**src/rtl/tensor_pkg.sv**
```systemverilog
// tensor_pkg
// Shared types and constants for the 8x8x3 tensor loader/builder/reader path.
//   TENSOR_* : tensor geometry and total sample count
//   *_W      : address field widths
//   loader_state_t : loader FSM states
package tensor_pkg;

  localparam int TENSOR_ROWS    = 8;
  localparam int TENSOR_COLS    = 8;
  localparam int TENSOR_CHANS   = 3;
  localparam int TENSOR_SAMPLES = TENSOR_ROWS * TENSOR_COLS * TENSOR_CHANS;

  localparam int ROW_W = 3;
  localparam int COL_W = 3;
  localparam int CHA_W = 2;

  typedef enum logic [1:0] {
    LOAD  = 2'd0,
    FLUSH = 2'd1,
    FULL  = 2'd2
  } loader_state_t;

endpackage

```
**src/rtl/tensor_addr_counter.sv**
```systemverilog
// tensor_addr_counter
// Cascaded channel/column/row position counter walking an HWC tensor in
// row-major, channel-innermost order.
// Ports:
//   clk, rst     : clock, asynchronous active-low reset
//   inc          : advance one position (wraps from the last index to 0)
//   clr          : return to position 0 (takes priority over inc)
//   row/col/cha  : current position
//   last         : current position is the final index of the tensor
module tensor_addr_counter
  import tensor_pkg::*;
(
  input  logic             clk,
  input  logic             rst,
  input  logic             inc,
  input  logic             clr,
  output logic [ROW_W-1:0] row,
  output logic [COL_W-1:0] col,
  output logic [CHA_W-1:0] cha,
  output logic             last
);

  logic [ROW_W-1:0] row_q, row_d;
  logic [COL_W-1:0] col_q, col_d;
  logic [CHA_W-1:0] cha_q, cha_d;

  logic cha_wrap, col_wrap, row_wrap;

  assign cha_wrap = (cha_q == CHA_W'(TENSOR_CHANS - 1));
  assign col_wrap = (col_q == COL_W'(TENSOR_COLS - 1));
  assign row_wrap = (row_q == ROW_W'(TENSOR_ROWS - 1));

  always_comb begin
    row_d = row_q;
    col_d = col_q;
    cha_d = cha_q;
    if (clr) begin
      row_d = '0;
      col_d = '0;
      cha_d = '0;
    end else if (inc) begin
      // Each field only moves when every faster field below it wraps.
      cha_d = cha_wrap ? '0 : cha_q + 1'b1;
      if (cha_wrap) begin
        col_d = col_wrap ? '0 : col_q + 1'b1;
        if (col_wrap) begin
          row_d = row_wrap ? '0 : row_q + 1'b1;
        end
      end
    end
  end

  always_ff @(posedge clk or negedge rst) begin
    if (!rst) begin
      row_q <= '0;
      col_q <= '0;
      cha_q <= '0;
    end else begin
      row_q <= row_d;
      col_q <= col_d;
      cha_q <= cha_d;
    end
  end

  assign row  = row_q;
  assign col  = col_q;
  assign cha  = cha_q;
  assign last = row_wrap && col_wrap && cha_wrap;

endmodule

```
**src/rtl/tensor_loader.sv**
```systemverilog
// tensor_loader
// Turns a valid/ready HWC sample stream into one addressed write per
// accepted sample for the 8x8x3 tensor builder, then holds off input until
// the consumer acknowledges the completed tensor.
// Optional feature: define TENSOR_LOADER_FRAME_CHECK_EN to honour s_last and
// drive the sticky err flag; otherwise s_last is ignored and err is 0.
// Ports:
//   clk, rst                : clock, asynchronous active-low reset
//   s_valid/s_ready/s_data  : input sample stream
//   s_last                  : end-of-tensor marker (frame check only)
//   row/col/cha_addr        : registered write address
//   data_out, wr_en         : registered write data and one-cycle write strobe
//   tensor_valid            : tensor fully written, waiting for tensor_ack
//   tensor_ack              : consumer releases the loader
//   err                     : sticky framing error
module tensor_loader
  import tensor_pkg::*;
#(
  parameter int WIDTH = 17
) (
  input  logic                    clk,
  input  logic                    rst,
  input  logic                    s_valid,
  output logic                    s_ready,
  input  logic signed [WIDTH-1:0] s_data,
  input  logic                    s_last,
  output logic [ROW_W-1:0]        row_addr,
  output logic [COL_W-1:0]        col_addr,
  output logic [CHA_W-1:0]        cha_addr,
  output logic signed [WIDTH-1:0] data_out,
  output logic                    wr_en,
  output logic                    tensor_valid,
  input  logic                    tensor_ack,
  output logic                    err
);

  loader_state_t state_q, state_d;

  logic [ROW_W-1:0]        row_addr_q, row_addr_d;
  logic [COL_W-1:0]        col_addr_q, col_addr_d;
  logic [CHA_W-1:0]        cha_addr_q, cha_addr_d;
  logic signed [WIDTH-1:0] data_q, data_d;
  logic                    wr_en_q, wr_en_d;

  logic [ROW_W-1:0] cnt_row;
  logic [COL_W-1:0] cnt_col;
  logic [CHA_W-1:0] cnt_cha;
  logic             cnt_last;
  logic             accept;
  logic             resync;

  assign s_ready = (state_q == LOAD);
  assign accept  = s_valid && s_ready;

  // The counter wraps to 0 by itself after the final index, so clr is only
  // needed for an early s_last resync.
  tensor_addr_counter u_cnt (
    .clk  (clk),
    .rst  (rst),
    .inc  (accept),
    .clr  (resync),
    .row  (cnt_row),
    .col  (cnt_col),
    .cha  (cnt_cha),
    .last (cnt_last)
  );

`ifdef TENSOR_LOADER_FRAME_CHECK_EN
  logic err_q, err_d;

  assign resync = accept && s_last && !cnt_last;

  always_comb begin
    err_d = err_q;
    if (resync || (accept && cnt_last && !s_last)) begin
      err_d = 1'b1;
    end
  end

  always_ff @(posedge clk or negedge rst) begin
    if (!rst) begin
      err_q <= 1'b0;
    end else begin
      err_q <= err_d;
    end
  end

  assign err = err_q;
`else
  logic unused_s_last;

  assign unused_s_last = s_last;
  assign resync        = 1'b0;
  assign err           = 1'b0;
`endif

  always_comb begin
    state_d    = state_q;
    row_addr_d = row_addr_q;
    col_addr_d = col_addr_q;
    cha_addr_d = cha_addr_q;
    data_d     = data_q;
    wr_en_d    = 1'b0;
    if (accept) begin
      row_addr_d = cnt_row;
      col_addr_d = cnt_col;
      cha_addr_d = cnt_cha;
      data_d     = s_data;
      wr_en_d    = 1'b1;
    end
    case (state_q)
      LOAD:    if (accept && cnt_last) state_d = FLUSH;
      FLUSH:   state_d = FULL;
      FULL:    if (tensor_ack) state_d = LOAD;
      default: state_d = LOAD;
    endcase
  end

  always_ff @(posedge clk or negedge rst) begin
    if (!rst) begin
      state_q    <= LOAD;
      row_addr_q <= '0;
      col_addr_q <= '0;
      cha_addr_q <= '0;
      data_q     <= '0;
      wr_en_q    <= 1'b0;
    end else begin
      state_q    <= state_d;
      row_addr_q <= row_addr_d;
      col_addr_q <= col_addr_d;
      cha_addr_q <= cha_addr_d;
      data_q     <= data_d;
      wr_en_q    <= wr_en_d;
    end
  end

  assign row_addr     = row_addr_q;
  assign col_addr     = col_addr_q;
  assign cha_addr     = cha_addr_q;
  assign data_out     = data_q;
  assign wr_en        = wr_en_q;
  assign tensor_valid = (state_q == FULL);

endmodule

```
**config.mk**
```make
export PLATFORM = sky130hd
export DESIGN_NAME = tensor_loader
export DESIGN_NICKNAME = d
export VERILOG_FILES = /design/src/rtl/tensor_pkg.sv /design/src/rtl/tensor_addr_counter.sv /design/src/rtl/tensor_loader.sv
export SDC_FILE = /design/constraint.sdc
export NUM_CORES = 1
export LEC_CHECK = 0
export ABC_AREA = 1
export BUFFER_PORTS_ARGS = -buffer_cell sky130_fd_sc_hd__buf_2
export CORE_MARGIN = 1.5
export CORE_UTILIZATION = 30
export DETAILED_ROUTE_END_ITERATION = 10
export GPL_ROUTABILITY_DRIVEN = 0
export PLACE_DENSITY = 0.56
export SLEW_MARGIN = 15
export SYNTH_ARGS = -nofsm -noshare
export SYNTH_HDL_FRONTEND = slang
export SYNTH_SLANG_ARGS = --single-unit
```
**constraint.sdc**
```tcl
create_clock -name clk -period 1.5 [get_ports clk]
set_input_delay 0.3 -clock clk [delete_from_list [all_inputs] [get_ports clk]]
set_output_delay 0.3 -clock clk [all_outputs]
set_load 0.02 [all_outputs]
```
Word-level counts from Yosys, hierarchy flattened
Index checks and enable logic that the tools add are counted.
Widths: inputs -> output; s select.

storage, ports and cells
  bits of input ports = 22
  word-level logic and storage cells = 34
  bits in registers = 36

operators by class
  add/subtract/negate cells = 3
  reductions and logical operators = 8
  multiplexer cells = 7
  eq/ne operators = 7

operators with widths
  kind                 count
  $add 3x1->3 const B  2
  $eq 3x3->1 const B   2
  $mux 2               3
  $mux 3               2
  $pmux 2 s3           1
  $eq 2x2->1 const B   2
  $logic_and 1x1->1    4
  $ne 2x1->1 const B   2
  $reduce_and 2->1     2
  $reduce_and 3->1     1
  $add 2x1->2 const B  1
  $eq 2x1->1 const B   1
  $logic_not 2->1      1
  $mux 1               1

Longest topological paths before layout
Gate-level depths: netlist of run 1.

  depth after elaboration = 6
  mapped depth = 6

Hierarchy
From an unflattened synthesis of run 1, not the netlist that was laid out.

unflattened totals
  cell total of the unflattened synthesis = 178
  area, all modules = 1585.3 um2

modules (own cells, without submodules)
  module               area each (um2)  sequential area each (um2)  cells an instance  times used
  tensor_loader        1136.1           700.7                       122                1
  tensor_addr_counter  449.2            200.2                       56                 1

Worst setup path before layout of run 1
Ideal clock, no wire load.

  path type = reg-to-reg
  start point = register state_q[0]
  end point = register row_addr_q[0], in the netlist row_addr[0]
  period minus slack after synthesis = 1.210 ns
  cell stages (with the launch flop) = 7
  arrival = 1.093 ns
  slack = 0.290 ns
  required time = 1.383 ns
  path through = dfrtp_1 nor2_4 nand2_2 buf_6 buf_6 nand2_1 nand2_1

between the ends
  cells in the longest elaborated chain, start to end = 2

ends and longest elaborated chain
  element                 RTL line              source
  from (decl)             tensor_loader.sv:37   loader_state_t state_q, state_d;
  from (signal assigned)  tensor_loader.sv:128  state_q <= state_d;
  $logic_not 2->1         tensor_loader.sv:52   assign s_ready = (state_q == LOAD);
  via s_ready             tensor_loader.sv:24   output logic s_ready,
  $logic_and 1x1->1       tensor_loader.sv:53   assign accept = s_valid && s_ready;
  to (signal assigned)    tensor_loader.sv:129  row_addr_q <= row_addr_d;
  to (decl)               tensor_loader.sv:39   logic [ROW_W-1:0] row_addr_q, row_addr_d;

The timed path passes the listed nets, and every way through them passes these cells.
A chain may end at the register's enable or synchronous reset.

Final worst setup path of run 1
  start point = register state_q[0]
  end point = output port s_ready

between the ends
  cells in the longest elaborated chain, start to end = 1

ends and longest elaborated chain
  element          RTL line
  $logic_not 2->1  tensor_loader.sv:52
  to (decl)        tensor_loader.sv:24

Every way passes these cells.

==> results of run 1 <==
[how the worst max path moves through the flow]
stage / startpoint / cells past startpoint / end / slack, ns
6_report: state_q[0]$_DFFE_PN0P_ / 2 / s_ready / 0.10
5_1_grt: state_q[0]$_DFFE_PN0P_ / 2 / s_ready / 0.03
4_1_cts: state_q[0]$_DFFE_PN0P_ / 2 / s_ready / 0.09
3_5_place_dp: state_q[1]$_DFFE_PN0P_ / 6 / data_out[1]$_DFFE_PN0P_ / 0.24
3_3_place_gp: state_q[0]$_DFFE_PN0P_ / 6 / data_out[1]$_DFFE_PN0P_ / 0.25
2_1_floorplan: state_q[0]$_DFFE_PN0P_ / 6 / row_addr[0]$_DFFE_PN0P_ / 0.29
[state kept, by name (all words and copies together), names as in the netlist]
| name | count |
|---|---|
| cha_addr | 2 |
| data_out | 17 |
| row_addr | 3 |
| col_addr | 3 |
| wr_en | 1 |
| state_q | 2 |
| u_cnt.col | 3 |
| u_cnt.cha | 2 |
| u_cnt.row | 3 |
[worst register-to-register path, stage by stage (launching register included)]
cell and delay (ns):
dfrtp_1 0.41, inv_2 0.08, nand2_1 0.08, nor2_4 0.26
buf_4 0.23, nand2_1 0.06, nand2_1 0.06
[routing by layer]
layer / vias to the layer above / routed length (µm) / track usage [%]
li1: 603 / - / -
met1: 532 / 1390 / 15.5
met2: 32 / 1260 / 17.3
met3: 5 / 187 / 3.29
met4: 0 / 42 / 5.56
met5: - / 0 / 0
[through the flow]
step	worst slack, ns	area (µm²)	utilization [%]	power (W)	std cells
after global routing	0.0300	1910	40.1	0.00303	287
after floorplan	0.290	1490	-	0.00178	165
after global placement	0.252	1800	37.8	0.00203	279
after detailed placement	0.241	1800	37.8	0.00204	279
after CTS	0.0899	1910	40.1	0.00288	287
final	0.103	1910	40.1	0.00283	287
[cell type report]
type | count | area [µm²]
Clock inverter | 2 | 35.0
Fill cell | 523 | 2850
Multi-Input combinational cell | 114 | 503
Inverter | 9 | 33.8
Sequential cell | 36 | 901
Clock buffer | 6 | 72.6
Timing Repair Buffer | 53 | 278
Tap cell | 67 | 83.8
[Yosys cell counts, drive strengths merged]
cell    n
inv     9
a21oi   1
o21ai   5
o21a    1
nand2  86
nand4   1
dfrtp  36
ha      4
buf     6
nor2   12
nand3   3
conb    1
[logic make-up (layout without fill, tap and decap cells)]
kind of cell / count (synthesis) / after routing / share of synthesized area (%)
adders and majority gates: 4 / 4 / 3.36
buffers and inverters: 15 / 70 / 5.71
DFF: 36 / 36 / 60.5
AOI/OAI and AO/OA: 7 / 7 / 2.52
and+or+nand+nor: 102 / 102 / 27.6
other: 1 / 1 / 0.252
[power by group through the flow]
stage               logic (W)  clock network, W  registers (W)
floorplan            0.000322                 0        0.00146
global placement     0.000729                 0        0.00130
detailed placement   0.000738                 0        0.00130
CTS                  0.000740          0.000855        0.00128
global route         0.000821          0.000897        0.00131
finish               0.000724          0.000821        0.00128
==> results.py, run 1 <==
metrics = {
    "pwr": {
        "seqPwrFrac_pct": 45.3,
        "clockPowerShare_pct": 29.1,
        "p_switching_w": 0.000909,
        "power_density_nw_per_um2": 1480,
        "pwr-share-comb_pct": 25.6,
        "ir_drop_mv": 0.645,
        "p_int_w": 0.00192,
        "power.leakage_nw": 1.09,
        "switching_share_pct": 32.2,
    },
    "grt": {
        "grt_pass1_vias": 1065,
        "grt_pass1_wl_mm": 4.78,
        "grt-ovfl-total": 0,
        "grt_start_max_net_pins": 37,
        "antenna_found_initial": 0,
        "grt_usage_pct": 11.6,
    },
    "sta": {
        "rsz0062_at_grt": "false",
        "setup_viol": 0,
        "finalHoldViolCount": 0,
        "post-route-min-period_ns": 1.40,
        "tns_ns": 0,
        "drv_slew": 0,
        "post-route-period-util_pct": 93.2,
        "hold_ws_ns": 0.0517,
        "fmax_mhz": 716,
        "clock-skew-final_ns": 0.00806,
    },
    "clock_network": {
        "clkLatencyLatePin_ns": 0.28,
        "clockRootBuffer": "clkbuf_8",
        "cts.path.max_buffers": 2,
        "clkSinkCount": 36,
        "cts_hold_buffers": 0,
        "cts_buffers": 5,
        "clk_pin_slew_ns": 0.07,
        "cts_resized": 0,
        "cts_tree": "built",
        "h-tree-depth": 2,
        "post_cts_buffers": 0,
    },
    "placement": {
        "hpwl_mm": 2.02,
        "io_buffers": 48,
    },
    "route": {
        "wl_per_cell_um": 10.0,
        "firstDrtPassIters": 4,
        "drc": 0,
        "via_count": 1172,
        "drtIter0Drc": 48,
        "wirelength_mm": 2.88,
        "ant_nets": 0,
        "routed_via_density": 4.08,
    },
    "floorplanning": {
        "die_h_um": 73.5,
        "ios": 51,
        "coreArea_um2": 4750,
        "initial_core_util_pct": 31.3,
        "die_area_um2": 5390,
        "die_w_um": 73.5,
        "rows": 25,
    },
    "flow_run": {
        "maxCapViolations": 0,
    },
    "setup_path": {
        "crit_required_ns": 1.20,
        "cp-start-kind": "register",
        "cpPeakStageDelay_ns": 0.43,
        "crit_arrival_ns": 1.10,
        "r2r-end": "data_out[1]$_DFFE_PN0P_",
        "reg2reg_slack_ns": 0.26,
        "crit_path_top_delay_cell": "dfrtp_1",
        "critPathTopFamily": "flip-flops",
        "crit_type": "register to primary output",
        "r2r_cells": 6,
        "path_buf_inv": 1,
        "r2r-start": "state_q[1]$_DFFE_PN0P_",
        "end_kind": "primary output",
        "path_cells": "nor2_4 -> buf_2",
        "critPathMaxFanout": 6,
    },
    "logic_synthesis": {
        "yosysTopAreaCell": "dfrtp_1",
        "syn_area_um2": 1490,
        "synth-seq-area-share_pct": 60.5,
        "ys_warn_count": 0,
        "yosys_register_bits": 36,
        "ys_types": 19,
        "netlist_top_cells_area": "dfrtp_1 (61%), nand2_1 (21%), ha_1 (3.4%), buf_6 (2.3%), inv_1 (2.0%)",
        "synth_area_per_cell_um2": 9.02,
        "syn_inst": 165,
        "synth_top_cell_area_share_pct": 60.5,
        "syn_nets": 191,
    },
    "layout": {
        "fin_nets": 245,
        "drive_gt1_share_pct": 30.0,
        "final_cell_mix": "nand2_1 (85), buf_2 (48), dfrtp_1 (36)",
        "final_common_cell": "nand2_1",
        "syn2layout_area_growth_pct": 28.1,
        "diodes": 0,
    },
    "run_status": {
        "status": "finished clean",
    },
    "min_path": {
        "hold_class": "input port to asynchronous set/reset pin",
    },
}
(Power assumes the default switching activity.)
==> run 2, diff against run 1 <==
- clock period: 1.5 -> 1.6 ns (I/O delays scaled with it)
==> run 2 against run 1 <==
Clock skew shrank 0.0017 ns; global-route usage is 0.25 points higher; setup slack better by 0.084 ns; critical path type unchanged; sequential power is 6% lower; power down 6.1%; clock-buffer cell count did not move; final cell count unchanged; highest routed layer unchanged; sequential cell count stayed put; non-clock buffer count unchanged; critical path depth did not move; clock power decreased by 6.0%; register-to-register slack better by 0.06 ns.
==> results.py, run 2 (synthesis results as in run 1) <==
metrics = {
    "pwr": {
        "p_int_w": 0.00180,
        "seqPwrFrac_pct": 45.3,
        "power.leakage_nw": 1.09,
        "power_density_nw_per_um2": 1380,
        "switching_share_pct": 32.2,
        "pwr-share-comb_pct": 25.6,
        "p_switching_w": 0.000854,
        "ir_drop_mv": 0.433,
        "clockPowerShare_pct": 29.1,
    },
    "setup_path": {
        "r2r-start": "state_q[0]$_DFFE_PN0P_",
        "crit_required_ns": 1.28,
        "cp-start-kind": "register",
        "end_kind": "primary output",
        "path_buf_inv": 1,
        "critPathTopFamily": "flip-flops",
        "critPathMaxFanout": 6,
        "crit_path_top_delay_cell": "dfrtp_1",
        "crit_arrival_ns": 1.09,
        "path_cells": "nor2_4 -> buf_2",
        "cp-startpoint": "state_q[0]$_DFFE_PN0P_",
        "cpPeakStageDelay_ns": 0.43,
        "crit_type": "register to primary output",
    },
    "floorplanning": {
        "ios": 51,
        "coreArea_um2": 4750,
        "die_w_um": 73.5,
        "die_h_um": 73.5,
        "initial_core_util_pct": 31.3,
        "die_area_um2": 5390,
        "rows": 25,
    },
    "route": {
        "routed_via_density": 4.13,
        "drtIter0Drc": 26,
        "wl_per_cell_um": 10.1,
        "drc": 0,
        "via_count": 1185,
        "firstDrtPassIters": 4,
        "ant_nets": 0,
        "wirelength_mm": 2.90,
    },
    "layout": {
        "diodes": 0,
        "fin_nets": 245,
        "fillers": 520,
        "final_cell_mix": "nand2_1 (85), buf_2 (48), dfrtp_1 (36)",
        "final_common_cell": "nand2_1",
        "syn2layout_area_growth_pct": 29.1,
        "drive_gt1_share_pct": 29.5,
        "largest_reg_flops": 17,
    },
    "sta": {
        "drv_slew": 0,
        "post-route-min-period_ns": 1.41,
        "fmax_mhz": 707,
        "post-route-period-util_pct": 88.4,
        "rsz0062_at_grt": "false",
        "tns_ns": 0,
        "timing.final.ws_setup_ns": 0.186,
        "setup_viol": 0,
        "clock-skew-final_ns": 0.00641,
        "finalHoldViolCount": 0,
    },
    "grt": {
        "grt_start_max_net_pins": 22,
        "antenna_found_initial": 0,
        "grt_usage_pct": 11.9,
        "grt_pass1_wl_mm": 4.84,
        "grt-ovfl-total": 0,
        "grt_pass1_vias": 1052,
    },
    "clock_network": {
        "clockRootBuffer": "clkbuf_8",
        "cts_resized": 0,
        "cts_buffers": 5,
        "cts.path.max_buffers": 2,
        "h-tree-depth": 2,
        "clk_pin_slew_ns": 0.07,
        "clkLatencyLatePin_ns": 0.28,
        "cts_tree": "built",
        "clkSinkCount": 36,
        "cts_hold_buffers": 1,
        "post_cts_buffers": 0,
    },
    "flow_run": {
        "maxCapViolations": 0,
    },
    "min_path": {
        "hold_class": "input port to register",
        "hp-start": "s_data[4]",
    },
    "placement": {
        "hpwl_mm": 2.08,
        "dp_slack_ns": 0.295,
        "io_buffers": 48,
    },
    "run_status": {
        "status": "finished clean",
    },
}
[run 2: cell types whose count changed in the layout (fill, tap and decap cells not counted)]
cell           change
buf_12             +1
buf_4              -2
dlygate4sd3_1      +1
[run 2: worst paths after layout]
kind | endpoint | slack [ns] | cells past startpoint
worst max-delay path | s_ready | 0.19 | 2
worst min-delay path | data_out[4]$_DFFE_PN0P_ | 0.22 | 3
worst max register to register | data_out[9]$_DFFE_PN0P_ | 0.32 | 5
worst min register to register | data_out[15]$_DFFE_PN0P_ | 0.47 | 2
max in group asynchronous | data_out[9]$_DFFE_PN0P_ | 0.68 | 3
min in group asynchronous | cha_addr[1]$_DFFE_PN0P_ | 0.49 | 2
[run 2: area by class of cell]
type | count | area, µm² | share of cell area, %
Timing Repair Buffer | 53 | 293 | 15.2
Clock inverter | 2 | 35.0 | 1.82
Multi-Input combinational cell | 114 | 503 | 26.2
Sequential cell | 36 | 901 | 46.9
Inverter | 9 | 33.8 | 1.76
Clock buffer | 6 | 72.6 | 3.78
Tap cell | 67 | 83.8 | 4.36
[run 2: tightest hold or removal path, stage by stage]
cell and delay (ns):
buf_2 0.07, nand2_1 0.04, nand2_1 0.04
[run 2: stage by stage]
stage	hold slack, ns	total power (W)	area [µm²]	utilization [%]	instances
finish	0.225	0.00265	1920	40.4	287
global placement	0.276	0.00190	1800	37.9	278
detailed placement	0.268	0.00191	1800	37.9	278
floorplan	0.0244	0.00167	1490	-	165
global route	0.225	0.00284	1920	40.4	287
CTS	0.217	0.00270	1920	40.4	287
[run 2: power by group through the flow]
stage	logic, W	registers, W	clock network, W
after CTS	0.000694	0.00121	0.000803
final	0.000679	0.00120	0.000772
after global placement	0.000680	0.00122	0
after detailed placement	0.000690	0.00122	0
after floorplan	0.000302	0.00137	0
after global routing	0.000764	0.00123	0.000841
[run 2: per-layer routing]
metal	wire, µm	track usage, %	up-vias	share of wire (%)
met5	0	0	-	0
li1	-	-	606	-
met4	51	4.94	0	1.8
met1	1380	15.9	538	48
met2	1270	17.3	36	44
met3	199	4.25	5	6.9
==> run 3, diff against run 2 <==
- clock period: 1.6 -> 1.8 ns (I/O delays scaled with it)
==> run 3 against run 2 <==
Final area fell by 0.72%; setup slack better by 0.14 ns; hold slack worse by 0.21 ns; die area did not move; global-route usage is 0.73 points higher; sequential share of layout area increased by 0.34 points; sequential power is 11% lower; clock skew shrank 0.0015 ns; critical path depth unchanged.
==> results.py, run 3 (synthesis results as in run 1) <==
metrics = {
    "run_status": {
        "status": "finished clean",
    },
    "route": {
        "drtIter0Drc": 41,
        "wl_per_cell_um": 10.7,
        "via_count": 1156,
        "wirelength_mm": 3.06,
        "ant_nets": 0,
        "firstDrtPassIters": 4,
        "drc": 0,
        "routed_via_density": 4.06,
    },
    "setup_path": {
        "critPathMaxFanout": 6,
        "crit_type": "register to primary output",
        "crit_arrival_ns": 1.11,
        "crit_required_ns": 1.44,
        "end_kind": "primary output",
        "reg2reg_slack_ns": 0.49,
        "cp-start-kind": "register",
    },
    "clock_network": {
        "post_cts_buffers": 0,
        "h-tree-depth": 2,
        "clockRootBuffer": "clkbuf_8",
        "cts_hold_buffers": 0,
        "clkLatencyLatePin_ns": 0.29,
        "cts_resized": 0,
        "clk_pin_slew_ns": 0.07,
        "clkSinkCount": 36,
        "cts_tree": "built",
        "cts_buffers": 5,
        "cts.path.max_buffers": 2,
    },
    "floorplanning": {
        "die_h_um": 73.5,
        "initial_core_util_pct": 31.3,
        "ios": 51,
        "die_w_um": 73.5,
        "coreArea_um2": 4750,
        "rows": 25,
        "die_area_um2": 5390,
    },
    "grt": {
        "grt_pass1_wl_mm": 5.11,
        "antenna_found_initial": 0,
        "grt-ovfl-total": 0,
        "grt_start_max_net_pins": 22,
        "grt_usage_pct": 12.6,
        "grt_pass1_vias": 1058,
    },
    "pwr": {
        "power_density_nw_per_um2": 1250,
        "power.leakage_nw": 1.08,
        "ir_drop_mv": 0.634,
    },
    "layout": {
        "fin_nets": 243,
        "drive_gt1_share_pct": 29.8,
        "final_cell_mix": "nand2_1 (85), buf_2 (48), dfrtp_1 (36)",
        "fillers": 520,
        "fin_util_pct": 40.1,
        "syn2layout_area_growth_pct": 28.2,
        "largest_reg_flops": 17,
        "diodes": 0,
        "final_common_cell": "nand2_1",
    },
    "sta": {
        "finalHoldViolCount": 0,
        "rsz0062_at_grt": "false",
        "post-route-min-period_ns": 1.47,
        "timing.final.ws_setup_ns": 0.326,
        "post-route-period-util_pct": 81.9,
        "fmax_mhz": 679,
        "setup_viol": 0,
        "clock-skew-final_ns": 0.00489,
        "drv_slew": 0,
        "tns_ns": 0,
    },
    "placement": {
        "dp_slack_ns": 0.492,
        "io_buffers": 48,
        "hpwl_mm": 2.08,
    },
    "flow_run": {
        "maxCapViolations": 0,
    },
    "min_path": {
        "hold_class": "input port to asynchronous set/reset pin",
    },
}
-- run 3: changes by cell type in the layout (fill, tap and decap cells not counted) --
cell / before / now
buf_4: 3 / 2
clkbuf_1: 1 / 0
clkinvlp_4: 0 / 1
dlygate4sd3_1: 1 / 0
-- run 3: layer usage --
metal  GRT usage, %  up-vias  wire [µm]
met5              0        -          0
met4           5.56        0         44
met3           3.29        5        150
met1           16.4      520       1500
li1               -      601          -
met2           19.7       30       1360
-- run 3: stage by stage --
stage               hold WS (ns)  area [µm²]  total power, W  cells
global placement           0.336        1800         0.00169    277
floorplan                 0.0644        1490         0.00148    165
CTS                       0.0207        1910         0.00242    285
finish                    0.0102        1910         0.00238    285
detailed placement         0.336        1800         0.00170    277
global route              0.0385        1910         0.00255    285
-- run 3: area by class of cell --
cell class	instances	area (µm²)	share of cell area, %
repair buffers	51	275	14.4
inverters	9	33.8	1.77
clock inverters	3	42.5	2.23
well taps	67	83.8	4.39
multi-input cells	114	503	26.4
clock buffers	5	68.8	3.61
flip-flops and latches	36	901	47.2
-- run 3: report_power, final --
part	internal [W]	leakage, nW	total [W]	switching (W)
Sequential	0.000977	0.454	0.00107	0.0000963
Combinational	0.000208	0.570	0.000601	0.000393
Clock	0.000410	0.0541	0.000705	0.000296
-- run 3: worst paths after layout --
kind,startpoint,endpoint,cells past startpoint
max,state_q[0]$_DFFE_PN0P_,s_ready,2
min,rst,state_q[1]$_DFFE_PN0P_,1
max reg2reg,state_q[0]$_DFFE_PN0P_,data_out[2]$_DFFE_PN0P_,5
min reg2reg,data_out[6]$_DFFE_PN0P_,data_out[6]$_DFFE_PN0P_,2
max in group asynchronous,rst,col_addr[2]$_DFFE_PN0P_,2
min in group clk,s_data[4],data_out[4]$_DFFE_PN0P_,3
-- run 3: critical path, cell delays in order (launching register included) --
cell,delay (ns)
dfrtp_1,0.44
nor2_4,0.20
buf_2,0.19
